## config.mk

```make
export PLATFORM = sky130hd
export DESIGN_NAME = uart_rx_frame_ctrl
export DESIGN_NICKNAME = d
export VERILOG_FILES = /design/src/rtl/uart_pkg.sv /design/src/rtl/uart_frame_buf.sv /design/src/rtl/uart_rx_frame_ctrl.sv
export SDC_FILE = /design/constraint.sdc
export NUM_CORES = 1
export LEC_CHECK = 0
export BUFFER_PORTS_ARGS = -buffer_cell sky130_fd_sc_hd__buf_2
export CORE_UTILIZATION = 50
export DETAILED_ROUTE_END_ITERATION = 16
export PLACE_DENSITY = 0.77
export SLEW_MARGIN = 30
export SYNTH_ARGS = -nofsm -noshare
export SYNTH_HDL_FRONTEND = slang
export SYNTH_HIERARCHICAL = 1
export SYNTH_SLANG_ARGS = --single-unit
```

## constraint.sdc

```tcl
create_clock -name tick -period 3.5 [get_ports tick]
set_input_delay 0.525 -clock tick [delete_from_list [all_inputs] [get_ports tick]]
set_output_delay 0.525 -clock tick [all_outputs]
set_load 0.005 [all_outputs]
```

## src/rtl/uart_pkg.sv

```systemverilog
`timescale 1ns/1ps
// Shared types for the UART frame receive path: frame FSM states and byte type.
package uart_pkg;

    typedef logic [7:0] byte_t;

    localparam byte_t SYNC_BYTE_DEF = 8'hA5;

    typedef enum logic [2:0] {
        FRAME_IDLE,
        FRAME_LEN,
        FRAME_PAYLOAD,
        FRAME_CSUM,
        FRAME_DRAIN,
        FRAME_RESTART
    } frame_state_e;

endpackage

```

## src/rtl/uart_frame_buf.sv

```systemverilog
`timescale 1ns/1ps
// Payload register file: synchronous write, combinational read.
module uart_frame_buf
    import uart_pkg::*;
#(
    parameter  int unsigned DEPTH = 16,
    localparam int unsigned AW    = (DEPTH > 1) ? $clog2(DEPTH) : 1
) (
    input  logic          tick,
    input  logic          we,
    input  logic [AW-1:0] waddr,
    input  byte_t         wdata,
    input  logic [AW-1:0] raddr,
    output byte_t         rdata_c
);

    byte_t mem [DEPTH];

    always_ff @(posedge tick) begin
        if (we) mem[waddr] <= wdata;
    end

    assign rdata_c = mem[raddr];

endmodule

```

## src/rtl/uart_rx_frame_ctrl.sv

```systemverilog
`timescale 1ns/1ps
// Frame controller behind the UART byte receiver: parses SYNC/LEN/PAYLOAD/CSUM,
// verifies the XOR checksum and streams verified payloads over valid/ready.
module uart_rx_frame_ctrl
    import uart_pkg::*;
#(
    parameter byte_t       SYNC_BYTE     = SYNC_BYTE_DEF,
    parameter int unsigned MAX_LEN       = 16,
    parameter int unsigned TIMEOUT_TICKS = 512
) (
    input  logic       tick,
    input  logic       reset,
    input  logic       rx_done,
    input  logic [7:0] rx_data,
    output logic       rx_en,
    output logic [7:0] out_data,
    output logic       out_valid,
    input  logic       out_ready,
    output logic       out_last,
    output logic       frame_ok,
    output logic       frame_err,
    output logic       overrun
);

    localparam int unsigned AW = (MAX_LEN > 1) ? $clog2(MAX_LEN) : 1;
    localparam int unsigned TW = $clog2(TIMEOUT_TICKS + 1);

    logic         rx_done_q;
    logic         strobe;
    byte_t        rx_byte;

    frame_state_e state, state_d;
    byte_t        len, len_d;
    byte_t        idx, idx_d;
    byte_t        chk, chk_d;
    logic [TW-1:0] tcnt, tcnt_d;
    logic         rx_en_d, valid_d, last_d, ok_d, err_d, ovr_d;
    byte_t        data_d;

    logic          buf_we_c;
    logic [AW-1:0] buf_raddr_c;
    byte_t         buf_rdata_c;
    logic          timeout_c;

    // Rising edge of rx_done becomes a one-tick strobe with its byte captured alongside.
    always_ff @(posedge tick or negedge reset) begin
        if (!reset) begin
            rx_done_q <= 1'b0;
            strobe    <= 1'b0;
            rx_byte   <= '0;
        end else begin
            rx_done_q <= rx_done;
            strobe    <= rx_done & ~rx_done_q;
            if (rx_done & ~rx_done_q) rx_byte <= rx_data;
        end
    end

    uart_frame_buf #(.DEPTH(MAX_LEN)) u_buf (
        .tick    (tick),
        .we      (buf_we_c),
        .waddr   (AW'(idx)),
        .wdata   (rx_byte),
        .raddr   (buf_raddr_c),
        .rdata_c (buf_rdata_c)
    );

    // Prefetch the byte that becomes out_data on the next handshake (index 0 on entry).
    assign buf_raddr_c = (state == FRAME_DRAIN) ? AW'(idx + 8'd1) : '0;
    assign timeout_c   = !strobe && (tcnt == TW'(TIMEOUT_TICKS - 1));

    always_comb begin
        state_d  = state;
        len_d    = len;
        idx_d    = idx;
        chk_d    = chk;
        tcnt_d   = tcnt;
        buf_we_c = 1'b0;
        valid_d  = out_valid;
        last_d   = out_last;
        data_d   = out_data;
        ok_d     = 1'b0;
        err_d    = 1'b0;
        ovr_d    = overrun;

        case (state)
            FRAME_IDLE: begin
                tcnt_d = '0;
                if (strobe && rx_byte == SYNC_BYTE) state_d = FRAME_LEN;
            end
            FRAME_LEN: begin
                tcnt_d = tcnt + TW'(1);
                if (strobe) begin
                    tcnt_d = '0;
                    if (rx_byte == 8'd0 || rx_byte > 8'(MAX_LEN)) begin
                        err_d   = 1'b1;
                        state_d = FRAME_RESTART;
                    end else begin
                        len_d   = rx_byte;
                        chk_d   = rx_byte;
                        idx_d   = '0;
                        state_d = FRAME_PAYLOAD;
                    end
                end else if (timeout_c) begin
                    err_d   = 1'b1;
                    state_d = FRAME_RESTART;
                end
            end
            FRAME_PAYLOAD: begin
                tcnt_d = tcnt + TW'(1);
                if (strobe) begin
                    tcnt_d   = '0;
                    buf_we_c = 1'b1;
                    chk_d    = chk ^ rx_byte;
                    idx_d    = idx + 8'd1;
                    if (idx_d == len) state_d = FRAME_CSUM;
                end else if (timeout_c) begin
                    err_d   = 1'b1;
                    state_d = FRAME_RESTART;
                end
            end
            FRAME_CSUM: begin
                tcnt_d = tcnt + TW'(1);
                if (strobe) begin
                    tcnt_d = '0;
                    if (rx_byte == chk) begin
                        ok_d    = 1'b1;
                        idx_d   = '0;
                        valid_d = 1'b1;
                        data_d  = buf_rdata_c;
                        last_d  = (len == 8'd1);
                        state_d = FRAME_DRAIN;
                    end else begin
                        err_d   = 1'b1;
                        state_d = FRAME_RESTART;
                    end
                end else if (timeout_c) begin
                    err_d   = 1'b1;
                    state_d = FRAME_RESTART;
                end
            end
            FRAME_DRAIN: begin
                tcnt_d = '0;
                if (strobe) ovr_d = 1'b1;
                if (out_valid && out_ready) begin
                    if (out_last) begin
                        valid_d = 1'b0;
                        last_d  = 1'b0;
                        state_d = FRAME_IDLE;
                    end else begin
                        idx_d  = idx + 8'd1;
                        data_d = buf_rdata_c;
                        last_d = (idx_d == len - 8'd1);
                    end
                end
            end
            FRAME_RESTART: begin
                tcnt_d  = '0;
                state_d = FRAME_IDLE;
            end
            default: state_d = FRAME_IDLE;
        endcase

        rx_en_d = (state_d != FRAME_RESTART);
    end

    always_ff @(posedge tick or negedge reset) begin
        if (!reset) begin
            state     <= FRAME_IDLE;
            len       <= '0;
            idx       <= '0;
            chk       <= '0;
            tcnt      <= '0;
            rx_en     <= 1'b0;
            out_data  <= '0;
            out_valid <= 1'b0;
            out_last  <= 1'b0;
            frame_ok  <= 1'b0;
            frame_err <= 1'b0;
            overrun   <= 1'b0;
        end else begin
            state     <= state_d;
            len       <= len_d;
            idx       <= idx_d;
            chk       <= chk_d;
            tcnt      <= tcnt_d;
            rx_en     <= rx_en_d;
            out_data  <= data_d;
            out_valid <= valid_d;
            out_last  <= last_d;
            frame_ok  <= ok_d;
            frame_err <= err_d;
            overrun   <= ovr_d;
        end
    end

endmodule
```

==> results of run 1 <==
cells in the mapped netlist, drive strengths merged (3+ instances only):
| master | n | area [µm²] |
|---|---|---|
| edfxtp | 128 | 3840 |
| dfrtp | 61 | 1530 |
| o21ai | 42 | 214 |
| nor2 | 35 | 134 |
| nand2 | 33 | 124 |
| mux4 | 32 | 773 |
| a21oi | 25 | 125 |
| xnor2 | 25 | 219 |
| mux2 | 21 | 236 |
| buf | 20 | 143 |
| nand3 | 19 | 95.1 |
| a22oi | 17 | 128 |
| clkbuf | 9 | 33.8 |
| nor3 | 9 | 45.0 |
| and3 | 8 | 50.1 |
| and2 | 7 | 43.8 |
| inv | 7 | 26.3 |
| nand2b | 6 | 37.5 |
| nand4 | 5 | 31.3 |
| or2 | 5 | 31.3 |
| a31oi | 4 | 25.0 |
| ha | 4 | 50.1 |
| o31ai | 4 | 45.1 |
| clkdlybuf4s25 | 3 | 30.0 |
| nor2b | 3 | 18.8 |
| nor4 | 3 | 31.3 |
| o41ai | 3 | 33.8 |
| or4 | 3 | 22.5 |
| xor2 | 3 | 26.3 |
metal layers:
layer  track usage [%]  routed length, µm  vias to the layer above  part of all wire, %
li1                  -                  -                     2267                    -
met1              27.8               7160                     2558                   41
met2              36.1               9090                      180                   52
met3              4.67                875                       25                  5.0
met4              7.69                310                        0                  1.8
met5                 0                  0                        -                    0
sequential cells by signal, summed over array words and instances (netlist names), 3 cells and up:
register and cells:
rx_byte 8, chk 8, tcnt 10, u_buf/mem 128, len 8, idx 8
out_data 8, state 3
placed cells by master (no fill, tap or decap), types with 5 or more instances in the layout:
master / instances
a21oi_1: 25
a22oi_1: 17
and2_1: 5
and3_1: 8
buf_2: 24
buf_4: 16
clkbuf_16: 17
dfrtp_1: 61
edfxtp_1: 128
inv_1: 7
mux2_2: 21
mux4_1: 14
mux4_2: 18
nand2_1: 33
nand2b_1: 6
nand3_1: 19
nand4_1: 5
nor2_1: 33
nor3_1: 9
o21ai_0: 38
xnor2_1: 25
cells by family after synthesis:
logic type               count (synthesis)  synth area share, %
flip-flops                             189                 63.9
AND/OR/NAND/NOR                        149                 9.28
AO/OA/AOI/OAI                          109                 8.46
multiplexers                            53                 12.0
buffers and inverters                   39                 2.77
XOR/XNOR                                28                 2.92
adder cells (fa/ha/maj)                  4                0.596
per-stage QoR:
| step | setup WS, ns | total power, mW |
|---|---|---|
| global placement | 0.573 | 2.68 |
| detailed placement | 0.369 | 2.69 |
| finish | 0.334 | 4.63 |
| CTS | 0.351 | 4.66 |
| floorplan | 1.01 | 2.61 |
| global route | 0.186 | 4.76 |
power by group:
part           internal [mW]  total (mW)  switching (mW)  leakage (nW)
Sequential              2.45        2.52          0.0669          1.97
Clock                   1.17        1.98           0.814         0.303
Combinational         0.0437       0.124          0.0807          1.13
Total                   3.67        4.63           0.962          3.40
area by class of cell:
cell class	count	share of cell area, %
Sequential cell	189	57.6
Multi-Input combinational cell	343	30.0
Clock buffer	20	4.89
Tap cell	220	2.95
Timing Repair Buffer	40	2.57
Clock inverter	12	1.70
Inverter	7	0.282
worst max path at each step:
stage | startpoint | end | slack [ns] | depth (start not counted)
final | state[1]$_DFF_PN0_ | out_data[6]$_DFFE_PN0P_ | 0.33 | 8
after detailed placement | state[1]$_DFF_PN0_ | out_data[6]$_DFFE_PN0P_ | 0.37 | 8
after floorplan | state[2]$_DFF_PN0_ | u_buf/mem[0][0]$_DFFE_PP_ | 1.01 | 5
after CTS | state[1]$_DFF_PN0_ | out_data[6]$_DFFE_PN0P_ | 0.35 | 8
after global placement | state[1]$_DFF_PN0_ | out_data[7]$_DFFE_PN0P_ | 0.57 | 8
after global routing | state[1]$_DFF_PN0_ | out_data[3]$_DFFE_PN0P_ | 0.19 | 8
==> results.yml, run 1 <==
cells_and_area:
  design_area_um2: 9330
  multi_input_area_um2: 2800
  instances_no_fill: 831
  ff_latch_area_um2: 5370
  nNetsFinal: 614
  drive_gt1_share_pct: 20.3
  fillCellCount: 1261
  post-route-util_pct: 56.7
  antenna_cells: 0
  area_growth_syn_to_layout_pct: 11.1
grt:
  grt-ovfl-total: 0
  first_global_vias: 5076
  grtUsageTotal_pct: 21.6
  grt_pass1_wl_um: 27900
  grt_max_degree: 49
  antenna_found_initial: 0
flow_run:
  cap_violations: 0
critical_path:
  critPathTopFamily: "simple AND/OR/NAND/NOR gates"
  critical_path_class: "register to register"
  r2r_start: "state[1]$_DFF_PN0_"
  cp_data_required_time_ns: 3.81
  endpoint_kind: "register"
  arrival_ns: 3.48
  path_buf_inv: 1
  reg2reg_to: "out_data[6]$_DFFE_PN0P_"
  ff2ff_path_depth: 8
  cp_max_fo: 13
  reg2reg_slack_ns: 0.33
  worstPathCellList: "nor2_2, nand2_1, nor2_4, buf_4, mux4_2, a22oi_1, nand2_1, mux2_2"
  cp_common_cell: "nand2_1"
  max_stage_delay_ns: 0.53
  cp_slowest_cell: "mux4_2"
  start_kind: "register"
timing:
  setup_viol: 0
  skew_ns: 0.00805
  fmaxAchievable_mhz: 316
  maxSlewHeadroom_pct: 37.1
  finalSetupTns_ns: 0
  finalHoldViolations: 0
  whs_ns: 0.118
  rsz0062_at_grt: "false"
  maxSlewViolCount: 0
  min_period_over_period_pct: 90.5
  worst_slew_pin_slew_ns: 0.940
  period_needed_ns: 3.17
clocking:
  cts_tree: "yes"
  clkTransAtPathRegs_ns: 0.07
  postCtsSetupBuffers: 0
  clkSinkCount: 189
  cts_resized: 0
  cts_buffers: 17
  cts_root_buffer: "clkbuf_16"
  insertion_delay_ns: 0.43
  clock_path_buffers: 2
  cts.htree.levels: 4
  cts_hold_buf: 0
drt:
  drt.antenna.violating_nets: 0
  drt_first_pass_iters: 5
  routed_wirelength_um: 17400
  drt-wirelength-per-cell_um: 21.0
  avgViaCountPerCell: 6.05
  drtIter0Drc: 496
  num_vias: 5030
  drc_errors: 0
placed_design:
  detailed_place.area_um2: 8710
  io_buffers: 25
  dp_cells: 799
  globalplace.congestion: 0.918
  hpwlAfterDp_um: 11400
floorplan:
  die_w_um: 132
  ioPinCount: 26
  die_h_um: 132
  core_area_um2: 16500
  rows: 47
  die_area_um2: 17300
  start_util_pct: 51.0
run_status:
  status: "finished, final reports clean"
power_and_ir_drop:
  max-vdd-ir-drop_uv: 425
  leakagePower_nw: 3.40
  power_density_nw_per_um2: 496
logic_synthesis:
  async_reset_ff_share_pct: 32.3
  netlist_area_um2: 8400
  yosys_warnings: 6
  synth_top_flop_cell: "edfxtp_1"
  postSynthAreaPerCell_um2: 14.7
  synth_edf_count: 128
  ys_seq_area_share_pct: 63.9
  yosys_register_bits: 189
  synth_cell_types: 64
  syn_inst: 571
  syn_nets: 587
hold_path:
  hold_class: "input pin to async pin"
(Power assumes the default switching activity.)
==> inputs of run 2 (changes only) <==
CORE_UTILIZATION = 40   (was 50)
PLACE_DENSITY = 0.66   (was 0.77)
==> run 2 against run 1 <==
  * Critical path type unchanged
  * Sequential share of layout area fell by 0.44 points
  * Clock power barely moved
  * Largest cell class unchanged
  * Critical endpoint is now out_data[5]$_DFFE_PN0P_
  * Final cell count rose by 6.3%
  * Clock-buffer cell count did not move
  * Maximum frequency rose by 8.8%
  * Critical path depth did not move
  * Via count fell by 0.82%
  * Worst hold slack got worse by 0.040 ns
==> results.yml, run 2 (synthesis gave the netlist of run 1 again) <==
run_status:
  status: "finished, final reports clean"
drt:
  drtIter0Drc: 392
  drc_errors: 0
  drt.antenna.violating_nets: 0
  drt_first_pass_iters: 4
  num_vias: 4989
  routed_wirelength_um: 17300
  drt-wirelength-per-cell_um: 19.6
  avgViaCountPerCell: 5.65
clocking:
  insertion_delay_ns: 0.43
  clock_path_buffers: 2
  cts_root_buffer: "clkbuf_16"
  postCtsSetupBuffers: 0
  cts_tree: "yes"
  clkTransAtPathRegs_ns: 0.07
  cts.htree.levels: 4
  cts_buffers: 17
  cts_resized: 0
  cts_hold_buf: 0
  clkSinkCount: 189
flow_run:
  cap_violations: 0
floorplan:
  start_util_pct: 41.1
  die_area_um2: 21600
  core_area_um2: 20400
  die_w_um: 147
  die_h_um: 147
  rows: 52
  ioPinCount: 26
cells_and_area:
  antenna_cells: 0
  top_regs: "u_buf/mem: 128 flops, tcnt: 10 flops"
  final_common_cell: "edfxtp_1"
  top_register: "u_buf/mem"
  largest_register_ffs: 128
  drive_gt1_share_pct: 20.4
  nNetsFinal: 616
  area_growth_syn_to_layout_pct: 12.0
  mostFrequentLayoutCells: "edfxtp_1, dfrtp_1, o21ai_0, nor2_1, nand2_1"
power_and_ir_drop:
  p_seq_share_pct: 54.3
  switching_share_pct: 21.1
  power_density_nw_per_um2: 490
  max-vdd-ir-drop_uv: 352
  intPower_mw: 3.63
  leakagePower_nw: 3.41
  pwr-share-clk_pct: 42.5
  pwr-share-comb_pct: 3.2
  netSwitchingPower_mw: 0.971
timing:
  maxSlewHeadroom_pct: 37.0
  fmaxAchievable_mhz: 344
  finalSetupTns_ns: 0
  finalHoldViolations: 0
  rsz0062_at_grt: "false"
  period_needed_ns: 2.91
  skew_ns: 0.00728
  setup_ws_ns: 0.589
  worst_slew_pin_slew_ns: 0.942
  setup_viol: 0
  maxSlewViolCount: 0
  min_period_over_period_pct: 83.2
placed_design:
  io_buffers: 25
  globalplace.congestion: 0.919
  hpwlAfterDp_um: 11700
  place_ws_ns: 0.636
critical_path:
  critPathTopFamily: "simple AND/OR/NAND/NOR gates"
  critical_path_class: "register to register"
  start_kind: "register"
  endpoint_kind: "register"
  cp_common_cell: "nand2_1"
  cp_max_fo: 32
  arrival_ns: 3.22
  worstPathCellList: "nor2_2, nand2_1, nor2_4, buf_12, mux4_1, a22oi_1, nand2_1, mux2_2"
  cp_slowest_cell: "mux4_1"
  cp_data_required_time_ns: 3.81
  max_stage_delay_ns: 0.59
  path_buf_inv: 1
grt:
  grt_max_degree: 41
  grt_pass1_wl_um: 27400
  grt-ovfl-total: 0
  antenna_found_initial: 0
  first_global_vias: 5057
  grtUsageTotal_pct: 17.0
hold_path:
  hold_class: "input pin to async pin"
## run 2: cell count changes in the layout (fill, tap and decap cells not counted), sizes merged
cell	before	now
inv	11	12
clkinv	4	3
buf	40	42
## run 2: final timing paths
kind	endpoint	startpoint	slack, ns	cells after the start
hold reg to reg	overrun$_DFFE_PN0P_	overrun$_DFFE_PN0P_	0.47	1
setup / recovery	out_data[5]$_DFFE_PN0P_	state[1]$_DFF_PN0_	0.59	8
setup reg to reg	out_data[5]$_DFFE_PN0P_	state[1]$_DFF_PN0_	0.59	8
max in group asynchronous	len[0]$_DFFE_PN0P_	reset	2.46	2
min in group tick	rx_done_q$_DFF_PN0_	rx_done	0.21	1
hold / removal	out_data[3]$_DFFE_PN0P_	reset	0.08	1
## run 2: layer usage
layer / track usage (%) / wire [µm]
met5: 0 / 0
met4: 7.73 / 408
met3: 3.07 / 762
met2: 28.3 / 8590
met1: 21.6 / 7540
## run 2: cell type report
type / count / area, µm²
Fill cell: 1776 / 11000
Sequential cell: 189 / 5370
Multi-Input combinational cell: 343 / 2810
Clock buffer: 20 / 437
Tap cell: 270 / 338
Timing Repair Buffer: 42 / 265
Clock inverter: 12 / 159
Inverter: 7 / 26.3
## run 2: per-stage QoR
step | total power, mW | hold WS (ns) | cells | cell area (µm²) | utilization (%)
4_1_cts | 4.65 | 0.0857 | 883 | 9400 | 46.0
6_report | 4.60 | 0.0785 | 883 | 9400 | 46.0
2_1_floorplan | 2.61 | 0.229 | 571 | 8400 | -
3_3_place_gp | 2.69 | 0.451 | 851 | 8800 | 43.1
5_1_grt | 4.75 | 0.113 | 883 | 9400 | 46.0
3_5_place_dp | 2.70 | 0.451 | 851 | 8800 | 43.1
## run 2: power groups by stage
stage	clock (mW)	sequential (mW)	combinational, mW
final	1.96	2.50	0.149
after global routing	2.08	2.50	0.164
after CTS	2.00	2.50	0.153
after detailed placement	0	2.55	0.152
after global placement	0	2.54	0.145
after floorplan	0	2.54	0.0695
